===== config.mk =====
export PLATFORM = sky130hd
export DESIGN_NAME = counter_sweep_ctrl
export DESIGN_NICKNAME = d
export VERILOG_FILES = /design/src/rtl/counter_sweep_ctrl.sv
export SDC_FILE = /design/constraint.sdc
export NUM_CORES = 1
export LEC_CHECK = 0
export CORE_ASPECT_RATIO = 1.2
export CORE_MARGIN = 5
export CORE_UTILIZATION = 25
export CTS_BUF_LIST = sky130_fd_sc_hd__clkbuf_8
export CTS_CLUSTER_DIAMETER = 50
export CTS_CLUSTER_SIZE = 24
export DETAILED_ROUTE_END_ITERATION = 6
export DONT_BUFFER_PORTS = 1
export GPL_ROUTABILITY_DRIVEN = 0
export SLEW_MARGIN = 20
export SYNTH_ARGS = -nofsm -noshare
export SYNTH_HDL_FRONTEND = slang
export SYNTH_SLANG_ARGS = --single-unit

===== constraint.sdc =====
create_clock -name clk -period 6.1 [get_ports clk]
set_clock_uncertainty 0.2 [all_clocks]
set_input_delay 0.61 -clock clk [delete_from_list [all_inputs] [get_ports clk]]
set_output_delay 0.61 -clock clk [all_outputs]
set_load 0.05 [all_outputs]

===== src/rtl/counter_sweep_ctrl.sv =====
// -----------------------------------------------------------------------------
// counter_sweep_ctrl
//
// Purpose:
//   Sequencer for an N-bit up/down count datapath. A run steps the count over
//   a window [lo, hi] in up, down or ping-pong mode. Turnarounds, natural run
//   completion and rejected starts are reported as single-cycle pulses.
//
// Optional feature:
//   SWEEP_CTRL_SWEEP_LIMIT_EN - when defined, a completed-sweep counter ends
//   the run after n_sweeps sweeps (n_sweeps == 0 runs until stop). When
//   undefined, n_sweeps is ignored, done is tied low and a run ends only via
//   stop or rst. The port list is the same in both builds.
//
// Ports:
//   clk        in   1         clock, all state changes on the rising edge
//   rst        in   1         synchronous active-high reset
//   start      in   1         request a run (honoured only when idle)
//   stop       in   1         abort the run; wins over start and hold
//   hold       in   1         freeze the run while high
//   mode       in   2         00 up, 01 down, 10 ping-pong, 11 treated as up
//   lo         in   WIDTH     window low bound, captured on accepted start
//   hi         in   WIDTH     window high bound, captured on accepted start
//   n_sweeps   in   NSWEEP_W  sweep budget, 0 = unlimited
//   count_out  out  WIDTH     current count
//   direction  out  1         0 = counting up, 1 = counting down
//   busy       out  1         high while a run is active
//   turn       out  1         pulse on every sweep-end / turnaround step
//   done       out  1         pulse on natural run completion
//   cfg_err    out  1         pulse when a start is rejected because lo > hi
// -----------------------------------------------------------------------------
module counter_sweep_ctrl #(
    parameter int WIDTH    = 3,
    parameter int NSWEEP_W = 4
) (
    input  logic                clk,
    input  logic                rst,
    input  logic                start,
    input  logic                stop,
    input  logic                hold,
    input  logic [1:0]          mode,
    input  logic [WIDTH-1:0]    lo,
    input  logic [WIDTH-1:0]    hi,
    input  logic [NSWEEP_W-1:0] n_sweeps,
    output logic [WIDTH-1:0]    count_out,
    output logic                direction,
    output logic                busy,
    output logic                turn,
    output logic                done,
    output logic                cfg_err
);

    typedef enum logic [0:0] {
        ST_IDLE = 1'b0,
        ST_RUN  = 1'b1
    } state_e;

    localparam logic [1:0]       MODE_UP   = 2'b00;
    localparam logic [1:0]       MODE_DOWN = 2'b01;
    localparam logic [1:0]       MODE_PP   = 2'b10;
    localparam logic [WIDTH-1:0] CNT_ONE   = WIDTH'(1);

    state_e           state_q, state_d;
    logic [1:0]       mode_q,  mode_d;
    logic [WIDTH-1:0] lo_q,    lo_d;
    logic [WIDTH-1:0] hi_q,    hi_d;
    logic [WIDTH-1:0] count_q, count_d;
    logic             dir_q,   dir_d;
    logic             turn_q,  turn_d;
    logic             err_q,   err_d;

    // Candidate result of one run step, before hold/stop/terminal decisions.
    logic [WIDTH-1:0] step_count_s;
    logic             step_dir_s;
    logic             step_turn_s;
    logic             sweep_end_s;

`ifdef SWEEP_CTRL_SWEEP_LIMIT_EN
    logic                done_q,      done_d;
    logic [NSWEEP_W-1:0] nsw_q,       nsw_d;
    logic [NSWEEP_W-1:0] sweep_cnt_q, sweep_cnt_d;
    logic [NSWEEP_W-1:0] sweep_cnt_inc_s;
    logic                terminal_s;
`else
    logic                unused_sweep_s;
`endif

    // Step proposal: where the count goes next and whether this step ends a sweep.
    always_comb begin
        step_count_s = count_q;
        step_dir_s   = dir_q;
        step_turn_s  = 1'b0;
        sweep_end_s  = 1'b0;
        case (mode_q)
            MODE_DOWN: begin
                if (count_q > lo_q) begin
                    step_count_s = count_q - CNT_ONE;
                end else begin
                    step_count_s = hi_q;
                    step_turn_s  = 1'b1;
                    sweep_end_s  = 1'b1;
                end
            end
            MODE_PP: begin
                if (!dir_q) begin
                    if (count_q < hi_q) begin
                        step_count_s = count_q + CNT_ONE;
                    end else begin
                        // Turn at the top; a degenerate window is a full sweep per step.
                        step_dir_s   = 1'b1;
                        step_turn_s  = 1'b1;
                        sweep_end_s  = (lo_q == hi_q);
                        step_count_s = (lo_q == hi_q) ? hi_q : (hi_q - CNT_ONE);
                    end
                end else begin
                    if (count_q > lo_q) begin
                        step_count_s = count_q - CNT_ONE;
                    end else begin
                        // Back at the bottom: lo..hi..lo is one sweep.
                        step_dir_s   = 1'b0;
                        step_turn_s  = 1'b1;
                        sweep_end_s  = 1'b1;
                        step_count_s = (lo_q == hi_q) ? lo_q : (lo_q + CNT_ONE);
                    end
                end
            end
            default: begin
                if (count_q < hi_q) begin
                    step_count_s = count_q + CNT_ONE;
                end else begin
                    step_count_s = lo_q;
                    step_turn_s  = 1'b1;
                    sweep_end_s  = 1'b1;
                end
            end
        endcase
    end

`ifdef SWEEP_CTRL_SWEEP_LIMIT_EN
    // The run is over when this sweep end brings the completed count up to the budget.
    assign sweep_cnt_inc_s = sweep_cnt_q + NSWEEP_W'(1);
    assign terminal_s      = sweep_end_s && (nsw_q != '0) && (sweep_cnt_inc_s == nsw_q);
`else
    assign unused_sweep_s  = ^{n_sweeps, sweep_end_s};
`endif

    // Next-state and registered-output logic for the IDLE/RUN controller.
    always_comb begin
        state_d = state_q;
        mode_d  = mode_q;
        lo_d    = lo_q;
        hi_d    = hi_q;
        count_d = count_q;
        dir_d   = dir_q;
        turn_d  = 1'b0;
        err_d   = 1'b0;
`ifdef SWEEP_CTRL_SWEEP_LIMIT_EN
        done_d      = 1'b0;
        nsw_d       = nsw_q;
        sweep_cnt_d = sweep_cnt_q;
`endif
        case (state_q)
            ST_IDLE: begin
                if (start && !stop) begin
                    if (lo > hi) begin
                        // Rejected start leaves count/direction untouched.
                        err_d = 1'b1;
                    end else begin
                        state_d = ST_RUN;
                        mode_d  = (mode == 2'b11) ? MODE_UP : mode;
                        lo_d    = lo;
                        hi_d    = hi;
                        count_d = (mode == MODE_DOWN) ? hi : lo;
                        dir_d   = (mode == MODE_DOWN);
`ifdef SWEEP_CTRL_SWEEP_LIMIT_EN
                        nsw_d       = n_sweeps;
                        sweep_cnt_d = '0;
`endif
                    end
                end else begin
                    state_d = ST_IDLE;
                end
            end
            ST_RUN: begin
                if (stop) begin
                    // Abort: count and direction keep their last values.
                    state_d = ST_IDLE;
                end else if (hold) begin
                    state_d = ST_RUN;
`ifdef SWEEP_CTRL_SWEEP_LIMIT_EN
                end else if (terminal_s) begin
                    // Final sweep end: park on the endpoint instead of wrapping.
                    state_d = ST_IDLE;
                    turn_d  = 1'b1;
                    done_d  = 1'b1;
`endif
                end else begin
                    count_d = step_count_s;
                    dir_d   = step_dir_s;
                    turn_d  = step_turn_s;
`ifdef SWEEP_CTRL_SWEEP_LIMIT_EN
                    if (sweep_end_s) begin
                        sweep_cnt_d = sweep_cnt_inc_s;
                    end else begin
                        sweep_cnt_d = sweep_cnt_q;
                    end
`endif
                end
            end
            default: begin
                state_d = ST_IDLE;
            end
        endcase
    end

    // State and datapath registers with synchronous reset.
    always_ff @(posedge clk) begin
        if (rst) begin
            state_q <= ST_IDLE;
            mode_q  <= MODE_UP;
            lo_q    <= '0;
            hi_q    <= '0;
            count_q <= '0;
            dir_q   <= 1'b0;
            turn_q  <= 1'b0;
            err_q   <= 1'b0;
`ifdef SWEEP_CTRL_SWEEP_LIMIT_EN
            done_q      <= 1'b0;
            nsw_q       <= '0;
            sweep_cnt_q <= '0;
`endif
        end else begin
            state_q <= state_d;
            mode_q  <= mode_d;
            lo_q    <= lo_d;
            hi_q    <= hi_d;
            count_q <= count_d;
            dir_q   <= dir_d;
            turn_q  <= turn_d;
            err_q   <= err_d;
`ifdef SWEEP_CTRL_SWEEP_LIMIT_EN
            done_q      <= done_d;
            nsw_q       <= nsw_d;
            sweep_cnt_q <= sweep_cnt_d;
`endif
        end
    end

    assign count_out = count_q;
    assign direction = dir_q;
    assign busy      = (state_q == ST_RUN);
    assign turn      = turn_q;
    assign cfg_err   = err_q;
`ifdef SWEEP_CTRL_SWEEP_LIMIT_EN
    assign done      = done_q;
`else
    assign done      = 1'b0;
`endif

endmodule


==> flow_metrics.tcl <==
set metrics [dict create \
    status "completed" \
    drc 0 \
    clk_pin_slew_worst_paths_ns 0.06 \
    reg2reg_slack_ns 2.97 \
    hold_buffers 0 \
    required_ns 6.04 \
    hold_path_class "in2reg" \
    nets 194 \
    area_delta_synth_final_pct 6.84 \
    period_needed_ns 3.13 \
    cp_max_fo 11 \
    synth_nets 196 \
    grt_pass1_vias 1228 \
    powerDensity_mw_per_mm2 205 \
    drive_gt1_frac 0.0556 \
    r2r-end "count_out[0]" \
    hold_viol_final 0 \
    r2r_cells 8 \
    fmax_mhz 319 \
    syn_avg_cell_area_sq_um 8.10 \
    holdCritStartpoint "rst" \
    io_buffer_count 0 \
    layoutNonFillerInstCount 224 \
    antenna_left 0 \
    hold-path-endpoint "busy" \
    clk_latency_ns 0.25 \
    clockBufferDepth 2 \
    dpl.cell_count 220 \
    synth_edf_count 0 \
    async_reset_ff_frac 0 \
    synth.distinct_cells 49 \
    cts_root_buffer "clkbuf_8" \
    detail_route.iter0.violations 43 \
    synth_top_cell_by_area "dfxtp_1" \
    synth.yosys.warnings 0 \
    endpoint_kind "flip-flop" \
    viasPerCell 5.45 \
    synth-main-ff-cell "dfxtp_1" \
    grt_max_degree 16 \
    grt_pass1_wl_um 6020 \
    drtPass1Iterations 4 \
    ir_drop_v 0.000122 \
    cts_max_level 1 \
    n_fill_cell 593 \
    gr-total-overflow 0 \
    hpwlAfterDp_um 2630 \
    floorplan.die.height_um 90.1 \
    core_sq_mm 0.00523 \
    wire_per_inst_um 14.9 \
    grt_setup_unrepaired "no" \
    cp_slowest_stage_delay_ns 0.75 \
    initial_utilization 0.256 \
    synth-seq-cells 15 \
    postCtsSetupRepairBufs 0 \
    r2r_start "count_out[0]" \
    synth.cell_area_sq_mm 0.00134 \
    crit_chain "inv_1 -> ha_1 -> and3b_1 -> o21a_1 -> o311ai_0 -> and4b_1 -> o311a_1 -> o31a_1" \
    tns_ns 0 \
    antenna_found_initial 0 \
    num_vias 1220 \
    cts.sinks 15 \
    period_share 0.514 \
    synthesis.instances 165 \
    p_leak_nw 0.593 \
    fp.dieArea_sq_mm 0.00691 \
    hold_depth 1 \
    rows 29 \
    track_usage 0.103 \
    max-cap-violations 0 \
    critPathKind "reg2reg" \
    wirelength_um 3350 \
    cp-start-kind "flip-flop" \
    cpMaxStageDelayCell "dfxtp_1" \
    synthTopCellsByCount "dfxtp_1 (15), inv_1 (15), ha_1 (14), nor2_1 (14)" \
    yosysTopAreaCellShare 0.225 \
    tightest_slew_ns 0.880 \
    slew_headroom 0.412 \
    setup_viol 0 \
    synth.top_cells.by_area "dfxtp_1 (22%), ha_1 (13%), mux2i_1 (8.2%), inv_1 (4.2%), a21oi_1 (4.1%)" \
    cts_tree "built" \
    cts_resized 0 \
    boundaryPins 25 \
    worstPathArrival_ns 3.07 \
    die_w_um 76.7 \
    antenna_cells 0 \
    maxSlewViolCount 0 \
    numCtsBuffers 3 \
    yosysSeqAreaShare 0.225 \
]
-- area by class of cell --
cell class	count	area [sq um]	area share
flip-flops and latches	15	300	0.210
clock inverters	1	3.75	0.00263
clock buffers	3	41.3	0.0289
inverters	15	56.3	0.0394
multi-input cells	128	948	0.664
well taps	62	77.6	0.0543
-- where the power goes --
| group | total, W | leakage (nW) | internal [W] | switching (W) |
|---|---|---|---|---|
| Sequential | 0.000121 | 0.122 | 0.000103 | 0.0000179 |
| Combinational | 0.0000924 | 0.444 | 0.0000388 | 0.0000536 |
| Clock | 0.0000794 | 0.0269 | 0.0000445 | 0.0000348 |
| Total | 0.000292 | 0.593 | 0.000186 | 0.000106 |
-- per-stage QoR --
| stage | hold WS (ns) | area [sq um] | power (W) | util | setup WS (ns) |
|---|---|---|---|---|---|
| floorplan | 0.249 | 1340 | 0.000198 | - | 3.39 |
| global placement | 0.257 | 1380 | 0.000214 | 0.265 | 2.97 |
| detailed placement | 0.263 | 1380 | 0.000215 | 0.265 | 2.97 |
| CTS | 0.224 | 1430 | 0.000294 | 0.273 | 2.96 |
| global route | 0.218 | 1430 | 0.000316 | 0.273 | 2.76 |
| finish | 0.229 | 1430 | 0.000292 | 0.273 | 2.97 |
-- placed cells by master, fill, tap and decap left out, drive strengths merged, types with 2 or more instances in the layout --
cell,synthesis,final
nand2b,3,3
nor2b,3,3
xnor2,3,3
nand2,7,7
mux2i,11,11
clkbuf,6,3
a21boi,2,2
nor3b,2,2
nor2,14,14
inv,15,16
a21o,3,3
a31oi,3,3
a211oi,2,2
o31a,2,2
o21ai,8,8
o211ai,4,4
a21oi,11,11
dfxtp,15,15
ha,14,14
xor2,4,4
nand3,3,3
o41ai,2,2
o31ai,3,3
nor3,3,3
o21a,4,4
or3,2,2
-- per-layer routing --
metal	GRT usage	share of wire	wire length [um]	vias to the layer above
met5	0	0	0	-
met3	0.0260	0.077	258	5
met2	0.170	0.48	1590	33
met4	0.0321	0.012	39	0
li1	-	-	-	595
met1	0.129	0.43	1460	587
-- flip-flops by register name (all words and copies together), names as in the netlist --
register	cells
count_out	3
hi_q	3
lo_q	3
mode_q	2
busy	1
cfg_err	1
direction	1
turn	1
-- worst max-delay path by stage --
stage / startpoint / end / slack, ns
6_report: count_out[0] / count_out[0] / 2.97
2_1_floorplan: count_out[0] / count_out[0] / 3.39
5_1_grt: count_out[0] / count_out[0] / 2.76
3_5_place_dp: count_out[0] / count_out[0] / 2.97
3_3_place_gp: count_out[0] / count_out[0] / 2.97
4_1_cts: count_out[0] / count_out[0] / 2.96
-- worst max-delay path: cells and delay by family, from the launching register on --
| family | cells | cell delay, ns |
|---|---|---|
| AOI/OAI and AO/OA | 4 | 1.12 |
| DFF | 1 | 0.75 |
| and+or+nand+nor | 2 | 0.48 |
| adders and majority gates | 1 | 0.25 |
| buffers and inverters | 1 | 0.22 |
-- cell families after synthesis --
group                    Yosys count  share of synthesized area
AND/OR/NAND/NOR                   43                      0.167
flip-flops                        15                      0.225
adder cells (fa/ha/maj)           14                      0.131
multiplexers                      11                     0.0824
XOR/XNOR                           7                     0.0515
AO/OA/AOI/OAI                     52                      0.275
buffers and inverters             22                     0.0655
other                              1                    0.00281
Power figures use the tool's default switching activity.
